===== config.mk =====
export PLATFORM = sky130hd
export DESIGN_NAME = spi_master
export DESIGN_NICKNAME = d
export VERILOG_FILES = /design/src/rtl/spi_master.sv
export SDC_FILE = /design/constraint.sdc
export NUM_CORES = 1
export LEC_CHECK = 0
export ABC_AREA = 1
export ABC_CLOCK_PERIOD_IN_PS = 2250
export BUFFER_PORTS_ARGS = -buffer_cell sky130_fd_sc_hd__buf_4
export CAP_MARGIN = 20
export CORE_MARGIN = 1
export CORE_UTILIZATION = 40
export CTS_CLUSTER_SIZE = 12
export DETAILED_ROUTE_END_ITERATION = 10
export SETUP_SLACK_MARGIN = 0.02
export SLEW_MARGIN = 5
export SYNTH_ARGS = -nofsm -noshare
export SYNTH_HDL_FRONTEND = slang
export SYNTH_SLANG_ARGS = --single-unit

===== constraint.sdc =====
create_clock -name clk -period 2.25 [get_ports clk]
set_input_delay 0 -clock clk [delete_from_list [all_inputs] [get_ports clk]]
set_output_delay 0 -clock clk [all_outputs]
set_load 0.02 [all_outputs]

===== src/rtl/spi_master.sv =====
// spi_master: single-clock framed SPI command master.
// Sends a 10-bit {opcode, payload} frame under SS_n. For read-data frames it
// also waits out the slave turnaround and then captures an 8-bit reply from MISO.
module spi_master #(
    parameter int LEAD_CYCLES = 1,
    parameter int TURN_CYCLES = 2,
    parameter int GAP_CYCLES  = 1
) (
    input  logic       clk,
    input  logic       rst_n,
    input  logic       cmd_valid,
    output logic       cmd_ready,
    input  logic [1:0] cmd_op,
    input  logic [7:0] cmd_data,
    output logic       rsp_valid,
    output logic [7:0] rsp_data,
    output logic       done,
    output logic       busy,
    output logic       MOSI,
    input  logic       MISO,
    output logic       SS_n
);

    localparam logic [3:0] LEAD_LAST  = 4'(LEAD_CYCLES - 1);
    localparam logic [3:0] SHIFT_LAST = 4'd9;
    localparam logic [3:0] TURN_LAST  = 4'(TURN_CYCLES - 1);
    localparam logic [3:0] RECV_LAST  = 4'd7;
    localparam logic [3:0] GAP_LAST   = 4'(GAP_CYCLES - 1);

    typedef enum logic [2:0] {
        ST_IDLE,
        ST_LEAD,
        ST_SHIFT,
        ST_TURN,
        ST_RECV,
        ST_GAP
    } state_t;

    state_t     r_state, w_state_nx;
    logic [3:0] r_cnt, w_cnt_nx;
    logic [9:0] r_frame, w_frame_nx;
    logic       r_rd, w_rd_nx;
    logic [7:0] r_rx;
    logic       r_ss_n, r_mosi, r_done, r_rsp_valid;
    logic [7:0] r_rsp_data;
    logic       w_ready, w_accept;
    logic       w_ss_n_nx, w_mosi_nx, w_done_nx, w_rsp_valid_nx;

    // Next-state, counter and frame-latch logic.
    // The registered outputs are derived from the next state, so each pin
    // changes on the same edge that enters the state it belongs to.
    // A command is also accepted in the final GAP cycle. This lets a held
    // cmd_valid produce frames separated by exactly GAP_CYCLES SS_n-high cycles.
    always_comb begin
        w_ready    = (r_state == ST_IDLE) || ((r_state == ST_GAP) && (r_cnt == GAP_LAST));
        w_accept   = cmd_valid && w_ready;
        w_state_nx = r_state;
        w_cnt_nx   = r_cnt + 4'd1;
        w_frame_nx = r_frame;
        w_rd_nx    = r_rd;
        if (w_accept) begin
            w_frame_nx = {cmd_op, cmd_data};
            w_rd_nx    = (cmd_op == 2'b11);
        end
        case (r_state)
            ST_IDLE: begin
                w_cnt_nx = '0;
                if (w_accept) w_state_nx = ST_LEAD;
            end
            ST_LEAD: if (r_cnt == LEAD_LAST) begin
                w_state_nx = ST_SHIFT;
                w_cnt_nx   = '0;
            end
            ST_SHIFT: if (r_cnt == SHIFT_LAST) begin
                w_state_nx = r_rd ? ST_TURN : ST_GAP;
                w_cnt_nx   = '0;
            end
            ST_TURN: if (r_cnt == TURN_LAST) begin
                w_state_nx = ST_RECV;
                w_cnt_nx   = '0;
            end
            ST_RECV: if (r_cnt == RECV_LAST) begin
                w_state_nx = ST_GAP;
                w_cnt_nx   = '0;
            end
            ST_GAP: if (r_cnt == GAP_LAST) begin
                w_state_nx = w_accept ? ST_LEAD : ST_IDLE;
                w_cnt_nx   = '0;
            end
            default: begin
                w_state_nx = ST_IDLE;
                w_cnt_nx   = '0;
            end
        endcase

        w_ss_n_nx = (w_state_nx == ST_IDLE) || (w_state_nx == ST_GAP);
        w_mosi_nx = 1'b0;
        if (w_state_nx == ST_LEAD)
            w_mosi_nx = w_frame_nx[9];
        else if (w_state_nx == ST_SHIFT)
            w_mosi_nx = w_frame_nx[4'd9 - w_cnt_nx];
        w_done_nx      = (w_state_nx == ST_GAP) && (r_state != ST_GAP);
        w_rsp_valid_nx = w_done_nx && r_rd;
    end

    // State register, cycle counter and latched command.
    always_ff @(posedge clk or negedge rst_n) begin
        if (!rst_n) begin
            r_state <= ST_IDLE;
            r_cnt   <= '0;
            r_frame <= '0;
            r_rd    <= 1'b0;
        end else begin
            r_state <= w_state_nx;
            r_cnt   <= w_cnt_nx;
            r_frame <= w_frame_nx;
            r_rd    <= w_rd_nx;
        end
    end

    // Registered pins, MISO shift-in and reply capture.
    always_ff @(posedge clk or negedge rst_n) begin
        if (!rst_n) begin
            r_ss_n      <= 1'b1;
            r_mosi      <= 1'b0;
            r_done      <= 1'b0;
            r_rsp_valid <= 1'b0;
            r_rsp_data  <= '0;
            r_rx        <= '0;
        end else begin
            r_ss_n      <= w_ss_n_nx;
            r_mosi      <= w_mosi_nx;
            r_done      <= w_done_nx;
            r_rsp_valid <= w_rsp_valid_nx;
            if (r_state == ST_RECV) begin
                r_rx <= {r_rx[6:0], MISO};
                if (r_cnt == RECV_LAST) r_rsp_data <= {r_rx[6:0], MISO};
            end
        end
    end

    assign cmd_ready = w_ready;
    assign busy      = !w_ready;
    assign SS_n      = r_ss_n;
    assign MOSI      = r_mosi;
    assign done      = r_done;
    assign rsp_valid = r_rsp_valid;
    assign rsp_data  = r_rsp_data;

endmodule

# Word-level counts from Yosys, hierarchy flattened
# Index checks and enable logic that the tools add are counted.
# Widths: inputs -> output; s select.
[classes]
n_addsub = 2
n_lt_le_gt_ge = 1
eq_ne = 13
n_mux = 19
n_reduce_logical = 12
[op_table]
columns = ["operator", "count"]
rows = [
  ["$mux 3", 7],
  ["$pmux 3 s6", 1],
  ["$mux 4", 4],
  ["$pmux 4 s4", 1],
  ["$mux 10", 1],
  ["$eq 3x2->1 const B", 3],
  ["$eq 3x3->1 const B", 3],
  ["$eq 3x1->1 const B", 2],
  ["$logic_not 3->1", 2],
  ["$lt 4x5->1 const B", 1],
  ["$add 4x1->4 const B", 1],
  ["$bmux 1 s4", 1],
  ["$eq 4x1->1 const B", 1],
  ["$eq 4x3->1 const B", 1],
  ["$eq 4x4->1 const B", 1],
  ["$logic_and 1x1->1", 4],
  ["$logic_not 4->1", 1],
  ["$mux 1", 4],
  ["$sub 4x4->4 const A", 1],
  ["$ne 3x3->1 const B", 1],
  ["$eq 2x2->1 const B", 1],
  ["$logic_or 1x1->1", 2],
  ["$reduce_and 2->1", 1],
  ["$reduce_or 2->1", 1],
  ["$logic_not 1->1", 1],
]
[word_totals]
input_bits = 14
word_cells = 57
register_bits = 37

# Logic depth before layout (Yosys ltp)
# Gate-level depths: netlist of run 1.
[logic_depth]
word_depth = 10
depth_mapped = 16
mapped_depth_nobuf = 16

# Worst setup path before layout of run 1
# Ideal clock, no wire load.
[synth_path]
path_kind = "reg-to-reg"
start = "reg r_cnt[0]"
end = "reg r_mosi, in the netlist MOSI"
arrival_ns = 1.931
path_slack_ns = 0.253
path_buffers = 0
path_stages_with_launch = 14
setup_time_ns = 0.066
cell_sequence = "dfrtp_1 -> ha_1 -> nand3_1 -> nand2_2 -> nand2_2 -> inv_1 -> a311oi_1 -> inv_1 -> ha_1 -> nor2_1 -> nand3_1 -> a21oi_1 -> nand2_1 -> nand2_1"
[synth_via]
word_cells_on_any_way = 29
cone_classes = "add/sub (2); eq/ne (5); mux (18); reduce/logical (4)"
[synth_rtl]
columns = ["element", "line_no", "rtl"]
rows = [
  ["start: declaration", "40", "logic [3:0] r_cnt, w_cnt_nx;"],
  ["start signal: assignment", "115", "r_cnt <= w_cnt_nx;"],
  ["$add 4x1->4, or another cell as far along", "58", "w_cnt_nx = r_cnt + 4'd1;"],
  ["$mux 4 (on tied branches)", "n/a", ""],
  ["$pmux 4 s4 (*)", "65", "case (r_state)"],
  ["net w_cnt_nx[2]", "40", ""],
  ["$sub 4x4->4 (*)", "101", "w_mosi_nx = w_frame_nx[4'd9 - w_cnt_nx];"],
  ["$bmux 1 s4 (*)", "101", ""],
  ["$mux 1 (not written as such) (*)", "101", ""],
  ["$mux 1 (*)", "100", "else if (w_state_nx == ST_SHIFT)"],
  ["$mux 1 (*)", "98", "if (w_state_nx == ST_LEAD)"],
  ["net w_mosi_nx", "47", "logic w_ss_n_nx, w_mosi_nx, w_done_nx, w_rsp_valid_nx;"],
  ["end signal: assignment", "132", "r_mosi <= w_mosi_nx;"],
  ["end: declaration", "44", "logic r_ss_n, r_mosi, r_done, r_rsp_valid;"],
]
# The timed path passes the listed nets; every way through them passes the cells marked *. The select of a mux whose other input is x is not followed.
# A chain may end at the register's enable or synchronous reset.

# Worst setup path after layout of run 1
[layout_path]
start = "reg r_state[2]"
end = "reg r_mosi, in the netlist MOSI"
[layout_via]
word_cells_on_any_way = 27
cone_classes = "add/sub (1); eq/ne (7); mux (14); reduce/logical (5)"
[layout_rtl]
columns = ["element", "line_no", "rtl"]
rows = [
  ["start: declaration", "39", "state_t r_state, w_state_nx;"],
  ["start signal: assignment", "114", "r_state <= w_state_nx;"],
  ["$eq 3x3->1 / $eq 3x1->1 (equally long branches)", "65", ""],
  ["$reduce_or 2->1 (no line)", "n/a", ""],
  ["$pmux 4 s4 (*)", "65", ""],
  ["net w_cnt_nx[2]", "40", ""],
  ["$sub 4x4->4 (*)", "101", ""],
  ["$bmux 1 s4 (*)", "101", ""],
  ["$mux 1 (not written as such) (*)", "101", ""],
  ["$mux 1 (*)", "100", ""],
  ["$mux 1 (*)", "98", ""],
  ["net w_mosi_nx", "47", ""],
]
# Marks and branches as above.

==> metrics, run 1 <==
critical-path maximum fanout=5; Bufs on Longest Clock Path=2; Avg Cell Area, Syn=8.08 um2; Ports=28; failing checks=design-rule violations; synthesized instance count=243; Initial Util=0.416; post-synth top area cell=dfrtp_1; DR DRC count=3; Synth Register Bits=37; Worst Hold Class=input pin to flop; Worst setup SP type=flop; die area=5200 um2; root buffer cell=clkbuf_8; CTS tree=done; highest clock rate=484 MHz; Critical Path RT=about 2.5 ns; # rows=25; Cell Pwr Density=1300 nW/um2; fin crit period=2.07 ns; Distinct cells, synth=33; skew final=between 0.008 and 0.009 ns; final period utilization=0.919; Inserted Clock Buffers=5; P_leak=1.33 nW; worst-skew pair later-pin latency=0.29 ns; diodes inserted=0; Yosys Warn Count=0; CTS sink cnt=37; nets=303; setup_tns=0 ns; final max-slew violation count=0; Core ar.=about 4700 um2; Least-Margin Pin Slew=0.465 ns; routed wire length=4100 um; vias in the first global route=~1,400; Die H=72.1 um; antenna viol nets, final=0; number of buffers added on ports=27; Seq/Total Area, Yosys=0.472; area delta synth->final=28.8%; syn_nets=261; gr usage total=0.169; Arrival @ worst endpoint=2.29 ns; layout cells sized above 1=0.297; first-pass GRT wire length=6680 um; overall via count from detail_route=1,586; Max-cap violations=0; synth top area cells=dfrtp_1, nand2_1, inv_1, nand3_1, o21ai_0; Min Hold Slack=0.0207 ns; share of the synthesized area in the top cell type=0.459; global route overflow=0; post-DP HPWL=2860 um; Fin. Hold Viols=0; largest net degree at the start of global routing=38; drt pass-1 iters=7; Worst Setup End Kind=flop; H-tree depth=2; final-report setup violation count=0; critical path type=flop to flop; clock transition at the registers of the reported paths=0.08 ns; outcome=finished with violations; maximum vdd drop=0.577 mV; slew margin rel.=0.690; Mapped Area=1960 um2; Vias/cell=4.49; initial antenna violation count=0; die width=72.1 um; Avg WL per Cell=approximately 12 um; Initial DRC Count=64; gpl congestion=0.833
==> worst max-delay path, stage by stage, from the launching register on <==
cell      delay, ns
dfrtp_1        0.39
inv_2          0.12
nand2_2        0.08
nor2_4         0.13
nand2_2        0.07
nand2_2        0.09
inv_1          0.06
a311oi_2       0.28
inv_1          0.12
ha_4           0.23
nor2_1         0.09
nand3_1        0.09
a21oi_2        0.14
nand2_1        0.06
nand2_1        0.05
==> cells by family (layout without fill, tap and decap cells) <==
| logic type | count (synthesis) | after routing | share of synthesized area |
|---|---|---|---|
| and+or+nand+nor | 123 | 123 | 0.315 |
| buffers and inverters | 51 | 94 | 0.104 |
| DFF | 37 | 37 | 0.472 |
| AOI/OAI and AO/OA | 26 | 26 | 0.0752 |
| adders and majority gates | 4 | 4 | 0.0255 |
| xor gates and xnor gates | 2 | 2 | 0.00892 |
==> layer usage <==
metal | global-route usage | wire [um] | vias up
li1 | - | - | 841
met1 | 0.245 | 2040 | 720
met2 | 0.249 | 1900 | 21
met3 | 0.0333 | 97 | 4
met4 | 0.0654 | 53 | 0
met5 | 0 | 0 | -
==> layout make-up <==
| class | count | area (um2) |
|---|---|---|
| Timing Repair Buffer | 40 | 310 |
| Tap cell | 67 | 83.8 |
| Clock inverter | 2 | 38.8 |
| Clock buffer | 6 | 72.6 |
| Inverter | 46 | 173 |
| Multi-Input combinational cell | 155 | 923 |
| Sequential cell | 37 | 928 |
| Fill cell | 450 | 2190 |
==> worst paths after layout <==
path                               to       start  slack [ns]  cells past startpoint
max                              MOSI  r_state[2]        0.18                     14
min                              r_rd   cmd_op[0]        0.02                      3
max reg2reg                      MOSI  r_state[2]        0.18                     14
min reg2reg                r_frame[1]  r_frame[1]        0.48                      2
max in group asynchronous        SS_n       rst_n        1.69                      2
min in group asynchronous    r_cnt[3]       rst_n        0.20                      2
==> flip-flops by register name, summed over array words and instances (netlist names) <==
| signal | count |
|---|---|
| done | 1 |
| rsp_data | 8 |
| r_state | 3 |
| r_frame | 10 |
| r_cnt | 4 |
| SS_n | 1 |
| rsp_valid | 1 |
| r_rx | 7 |
| r_rd | 1 |
| MOSI | 1 |
==> layout by cell type (no fill, tap or decap), drive strengths merged <==
cell         count
dlygate4sd3      4
o21ai           21
nor4             1
a311oi           1
inv             45
o22ai            1
bufinv           1
dfstp            1
ha               4
and2             7
a31oi            1
clkinv           2
o211ai           1
nor2            18
or2              1
xor2             2
nand3b           6
nand3           27
buf             36
nand2           60
clkbuf           6
a21oi            1
nor3             3
dfrtp           36
==> what timing repair did <==
action,in CTS,in global routing
hold buffers,4,0
endpoints found under the hold margin,40,0
setup endpoints to repair,0,1
resized for setup,0,18
setup buffers,0,7
==> Yosys cell counts, drive strengths merged <==
master   n
clkbuf   2
dfstp    1
clkinv   1
a31oi    1
a21oi    1
ha       4
nor4     1
or2      1
nand3b   6
nor2    18
nor3     3
a311oi   1
nand2   60
o211ai   1
dfrtp   36
xor2     2
buf      3
and2     7
o21ai   21
inv     45
o22ai    1
nand3   27
==> per-stage QoR <==
step	utilization	cell area [um2]	setup slack (ns)	power, mW	std cells
5_1_grt	0.536	2530	-0.0561	3.59	353
3_5_place_dp	0.473	2230	0.0611	2.52	334
2_1_floorplan	-	1960	0.253	2.13	243
3_3_place_gp	0.473	2230	0.120	2.50	334
6_report	0.536	2530	0.183	3.29	353
4_1_cts	0.505	2390	0.0341	3.10	346
==> power by group <==
| part | internal, mW | switching [mW] |
|---|---|---|
| combinational | 0.667 | 1.05 |
| clock | 0.333 | 0.235 |
| sequential | 0.897 | 0.110 |
Note: power is estimated with default switching activity, not from simulation.
==> run 2, diff against run 1 <==
Settings changed: ABC_CLOCK_PERIOD_IN_PS 2250 to 2350, CORE_MARGIN 1 to 8.
Clock period 2.25 ns to 2.35 ns, I/O delays scaled along.
==> run 2 against run 1 <==
Net effect: worst hold slack barely moved; global-route usage fell by 4.8 points; the flow now finishes without violations; sequential power fell by 5%; highest routed layer unchanged; die area rose by 43%; maximum frequency fell by 5.2%.
==> metrics, run 2 (synthesis gave the netlist of run 1 again) <==
drt pass-1 iters=4 (was 7); CP top delay family=simple AND/OR/NAND/NOR gates (unchanged); worst-skew pair later-pin latency=0.29 ns (about the same); Sw Ratio=0.434 (was 0.423); Ports=28 (unchanged); max reg flops=10 (unchanged); Die H=86.1 um (was 72.1 um); crit path cell chain=ha_2 > nand3_2 > nand2_1 > nand2_2 > inv_1 > a311oi_2 > inv_1 > ha_4 > nor2_1 > nand3_1 > a21oi_1 > nand2_1 > nand2_1 (was inv_2 > nand2_2 > nor2_4 > nand2_2 > nand2_2 > inv_1 > a311oi_2 > inv_1 > ha_4 > nor2_1 > nand3_1 > a21oi_2 > nand2_1 > nand2_1); clock transition at the registers of the reported paths=0.08 ns (about the same); gpl congestion=0.890 (was 0.833); layout cells sized above 1=0.268 (was 0.297); crit-path max cell delay=0.43 ns (was 0.39 ns); number of fillers in the final layout=464 (was 450); Max-cap violations=0 (unchanged); Post-DP Area=2230 um2 (about the same); nets=297 (was 303); CP Buf/Inv Count=2 (was 3); skew final=0.00775 ns (was 0.00874 ns); final-report setup violation count=0 (unchanged); Worst Hold Class=input pin to flop (unchanged); Critical Path Slowest Stage Cell=dfrtp_1 (unchanged); Int Power=1.65 mW (was 1.90 mW); most frequent cells in the layout=nand2_1, inv_1, dfrtp_1, buf_4, nand3_1 (was nand2_1, inv_1, buf_4, dfrtp_1, nand3_1); outcome=complete, no violations (was finished with violations); RSZ-0062 raised after global routing=false; sw power=1.26 mW (was 1.39 mW); vias in the first global route=1,598 (was 1,402); routed wire length=4120 um (was 4100 um); die width=86.1 um (was 72.1 um); Bufs on Longest Clock Path=2 (unchanged); initial antenna violation count=0 (unchanged); antenna viol nets, final=0 (unchanged); overall via count from detail_route=1,578 (was 1,586); Largest Register=r_frame (unchanged); highest clock rate=459 MHz (was 484 MHz); fin crit period=2.18 ns (was 2.07 ns); largest net degree at the start of global routing=38 (unchanged); CTS tree=done (unchanged); Final Cell Area=2410 um2 (was 2530 um2); area delta synth->final=22.9% (was 28.8%); P_leak=1.29 nW (was 1.33 nW); Avg WL per Cell=11.9 um (was 11.6 um); critical path type=flop to flop (unchanged); Clk pwr share=0.160 (was 0.172); CTS sink cnt=37 (unchanged); die area=7410 um2 (was 5200 um2); Worst setup SP type=flop (unchanged); diodes inserted=0 (unchanged); Critical Path RT=2.58 ns (was 2.48 ns); combinational share of power=0.511 (was 0.521); Least-Margin Pin Slew=0.466 ns (was 0.465 ns); Crit path top cell by count=nand2_1 (was nand2_2); # rows=25 (unchanged); Worst Setup End Kind=flop (unchanged); Cell Pwr Density=1210 nW/um2 (was 1300 nW/um2); most common cell after layout, fill and taps aside=nand2_1 (unchanged); r2r setup slk=0.17 ns (was 0.18 ns); slew margin rel.=0.690 (about the same); global route overflow=0 (unchanged); Arrival @ worst endpoint=2.41 ns (was 2.29 ns); maximum vdd drop=0.628 mV (was 0.577 mV); Initial Util=0.416 (unchanged); Vias/cell=4.55 (was 4.49); share of power burned in registers=0.329 (was 0.306); first-pass GRT wire length=7200 um (was 6680 um); critical-path maximum fanout=4 (was 5); final max-slew violation count=0 (unchanged); Inserted Clock Buffers=5 (unchanged); setup_tns=0 ns (unchanged); Initial DRC Count=62 (was 64); DR DRC count=0 (was 3); root buffer cell=clkbuf_8 (unchanged); H-tree depth=2 (unchanged); gr usage total=0.121 (was 0.169); Fin. Hold Viols=0 (unchanged); final period utilization=0.928 (was 0.919); post-DP HPWL=3100 um (was 2860 um); Core ar.=4720 um2 (unchanged); number of buffers added on ports=27 (unchanged)
==> run 2: cell count changes in the layout (fill, tap and decap cells not counted), moves of 2 or more <==
| cell | delta |
|---|---|
| nand2_8 | -2 |
| buf_4 | -6 |
| nand2_2 | -2 |
| nand2_1 | +2 |
| nand2_4 | +2 |
==> run 2: path summary, 6_finish.rpt <==
kind                             from          end  depth (start not counted)
setup / recovery             r_cnt[0]         MOSI                         13
hold / removal              cmd_op[0]         r_rd                          3
setup reg to reg             r_cnt[0]         MOSI                         13
hold reg to reg            r_frame[1]   r_frame[1]                          2
max in group asynchronous       rst_n         SS_n                          2
min in group asynchronous       rst_n  rsp_data[0]                          2
==> run 2: stage by stage <==
stage                      util  setup slack, ns  hold slack (ns)  power (mW)  std cells
final                     0.511            0.170           0.0208        2.91        347
after global routing      0.511           0.0259           0.0320        3.19        347
after CTS                 0.500           0.0373          0.00839        2.88        345
after detailed placement  0.472           0.0616         -0.00778        2.40        333
after global placement    0.472            0.201         -0.00511        2.39        333
after floorplan               -            0.353           -0.296        2.04        243
==> run 2: metal layers <==
| metal | wire (um) | global-route usage | share of wire |
|---|---|---|---|
| met5 | 0 | 0 | 0 |
| met2 | 1950 | 0.198 | 0.47 |
| met3 | 116 | 0.0239 | 0.028 |
| met1 | 2000 | 0.148 | 0.49 |
| met4 | 56 | 0.0557 | 0.014 |
==> run 2: cell type report <==
class / count / area, um2 / share of cell area
inverter: 46 / 173 / 0.0715
timing repair buffer: 34 / 265 / 0.110
sequential: 37 / 927 / 0.384
clock buffer: 6 / 82.6 / 0.0342
multi-input combinational: 155 / 870 / 0.360
tap: 67 / 83.8 / 0.0347
clock inverter: 2 / 13.8 / 0.00570
==> run 2: worst register-to-register path: cells and delay by family, from the launching register on <==
kind	cells	cell delay [ns]
AND/OR/NAND/NOR	7	0.60
AO/OA/AOI/OAI	2	0.42
buffers and inverters	2	0.19
adder cells (fa/ha/maj)	2	0.48
flip-flops	1	0.43
==> run 2: repair_timing <==
item / 4_1_cts / 5_1_grt
setup buffers: 0 / 2
endpoints found under the hold margin: 39 / 0
endpoints found under the setup margin: 0 / 2
gates resized for setup: 0 / 8
hold buffers: 4 / 0
==> run 2: power groups by stage <==
stage,clock network (mW),logic [mW],registers [mW]
final,0.465,1.49,0.958
after detailed placement,0,1.43,0.967
after CTS,0.478,1.45,0.955
after global routing,0.501,1.71,0.983
after floorplan,0,1.06,0.976
after global placement,0,1.43,0.961
==> run 3, diff against run 2 <==
Settings changed: CORE_MARGIN 8 to 3.
==> run 3 against run 2 <==
Net effect: worst setup slack better by 0.061 ns; critical path depth unchanged; sequential power about the same; design area down 0.93%; largest power group unchanged; maximum frequency up 2.9%; routed wire length down 6.0%; first-iteration DRC count up 27%; power down 1.2%; clock power up 4%; via count down 1.3%; combinational power down 3%; global-route usage up 2.0 points.
==> metrics, run 3 (synthesis gave the netlist of run 1 again) <==
Crit path top cell by count=nand2_1 (unchanged); skew final=0.00244 ns (was 0.00775 ns); post-DP HPWL=2910 um (was 3100 um); P_leak=1.28 nW (was 1.29 nW); most common cell after layout, fill and taps aside=nand2_1 (unchanged); first-pass GRT wire length=6680 um (was 7200 um); CTS tree=done (unchanged); min-delay src=cmd_op[0] (unchanged); routed wire length=3870 um (was 4120 um); clock transition at the registers of the reported paths=0.07 ns (was 0.08 ns); FF/Latch Area=927 um2 (unchanged); vias in the first global route=1,522 (was 1,598); worst-skew pair later-pin latency=0.28 ns (was 0.29 ns); initial antenna violation count=0 (unchanged); diodes inserted=0 (unchanged); Bufs on Longest Clock Path=2 (unchanged); die area=5790 um2 (was 7410 um2); critical-path maximum fanout=4 (unchanged); largest net degree at the start of global routing=38 (unchanged); Vias/cell=4.54 (was 4.55); Reg2Reg Depth=13 (unchanged); critical path type=flop to flop (unchanged); crit path cell chain=ha_2 > nand3_2 > nand2_1 > nand2_2 > inv_1 > a311oi_2 > inv_1 > ha_4 > nor2_1 > nand3_1 > a21oi_1 > nand2_1 > nand2_1 (unchanged); Non-Filler Instances=343 (was 347); Max-cap violations=0 (unchanged); Critical Path RT=2.58 ns (about the same); final period utilization=0.902 (was 0.928); Least-Margin Pin Slew=0.473 ns (was 0.466 ns); number of fillers in the final layout=444 (was 464); Die H=76.1 um (was 86.1 um); final max-slew violation count=0 (unchanged); max reg flops=10 (unchanged); gpl congestion=0.841 (was 0.890); Initial DRC Count=79 (was 62); Avg WL per Cell=11.3 um (was 11.9 um); layout cells sized above 1=0.252 (was 0.268); Worst Setup End Kind=flop (unchanged); CTS sink cnt=37 (unchanged); DR DRC count=0 (unchanged); RSZ-0062 raised after global routing=false (unchanged); Inserted Clock Buffers=5 (unchanged); root buffer cell=clkbuf_8 (unchanged); area delta synth->final=21.8% (was 22.9%); Initial Util=0.433 (was 0.416); Core ar.=4530 um2 (was 4720 um2); highest clock rate=472 MHz (was 459 MHz); multi-input logic area=860 um2 (was 870 um2); Worst setup SP type=flop (unchanged); outcome=complete, no violations (unchanged); most frequent cells in the layout=nand2_1, inv_1, dfrtp_1, buf_4, nand3_1 (unchanged); Post-CTS Setup Inserts=0 (unchanged); crit-path max cell delay=0.43 ns (about the same); # rows=24 (was 25); overall power=2.88 mW (was 2.91 mW); maximum vdd drop=0.480 mV (was 0.628 mV); Setup crit end=MOSI (unchanged); gr usage total=0.141 (was 0.121); Ports=28 (unchanged); Fin. Hold Viols=0 (unchanged); setup_tns=0 ns (unchanged); r2r setup slk=0.23 ns (was 0.17 ns); placed insts=331 (was 333); Largest Register=r_frame (unchanged); Cell Pwr Density=1200 nW/um2 (was 1210 nW/um2); worst reg2reg path endpoint=MOSI (unchanged); worst r2r src=r_cnt[0] (unchanged); final-report setup violation count=0 (unchanged); die width=76.1 um (was 86.1 um); antenna viol nets, final=0 (unchanged); H-tree depth=2 (unchanged); Critical Path Slowest Stage Cell=dfrtp_1 (unchanged); nets=295 (was 297); slew margin rel.=0.685 (was 0.690); overall via count from detail_route=1,558 (was 1,578); fin crit period=2.12 ns (was 2.18 ns); drt pass-1 iters=4 (unchanged); Arrival @ worst endpoint=2.35 ns (was 2.41 ns); global route overflow=0 (unchanged); Min Hold Slack=0.0300 ns (was 0.0208 ns); number of buffers added on ports=27 (unchanged); crit path launch=r_cnt[0] (unchanged); Worst Hold Class=input pin to flop (unchanged)
-- run 3: cell count changes in the layout (fill, tap and decap cells not counted), sizes merged --
cell / change
buf: -2
clkinv: -1
clkbuf: +1
-- run 3: how the worst min path moves through the flow --
| stage | to | slack [ns] | cells past startpoint |
|---|---|---|---|
| finish | r_rd | 0.03 | 3 |
| global route | r_rd | 0.03 | 3 |
| CTS | r_rd | 0.02 | 3 |
| detailed placement | rsp_data[0] | -0.007 | 1 |
| global placement | r_rx[0] | -0.008 | 1 |
| floorplan | MOSI | -0.30 | 0 |
-- run 3: routing by layer --
layer / GRT usage / wire length [um] / up-vias
met5: 0 / 0 / -
met4: 0.0543 / 48 / 0
met3: 0.0366 / 103 / 5
met2: 0.221 / 1730 / 19
met1: 0.187 / 1990 / 711
li1: - / - / 823
-- run 3: cell type report --
type,count,share of cell area
clock buffers,7,0.0403
clock inverters,1,0.00209
inverters,46,0.0722
multi-input cells,155,0.359
flip-flops and latches,37,0.388
well taps,65,0.0340
repair buffers,32,0.105
-- run 3: where the power goes --
part           switching [mW]  leakage [nW]  total (mW)  internal, mW
logic                   0.903         0.781        1.44         0.533
registers              0.0990         0.447       0.957         0.858
clock network           0.218        0.0542       0.483         0.265
-- run 3: worst max-delay path, delay by kind of cell, from the launching register on --
| kind | cells | cell delay, ns |
|---|---|---|
| and+or+nand+nor | 7 | 0.58 |
| DFF | 1 | 0.43 |
| buffers and inverters | 2 | 0.17 |
| adders and majority gates | 2 | 0.48 |
| AOI/OAI and AO/OA | 2 | 0.40 |
-- run 3: stage by stage --
stage / cell area, um2 / worst slack, ns / utilization
6_report: 2390 / 0.231 / 0.528
5_1_grt: 2390 / 0.0441 / 0.528
4_1_cts: 2370 / 0.0969 / 0.522
3_5_place_dp: 2220 / 0.114 / 0.491
3_3_place_gp: 2220 / 0.220 / 0.491
2_1_floorplan: 1960 / 0.353 / -
-- run 3: timing repair --
item,CTS,global route
setup endpoints to repair,0,1
endpoints found under the hold margin,40,0
hold buffers,4,0
gates resized for setup,0,5
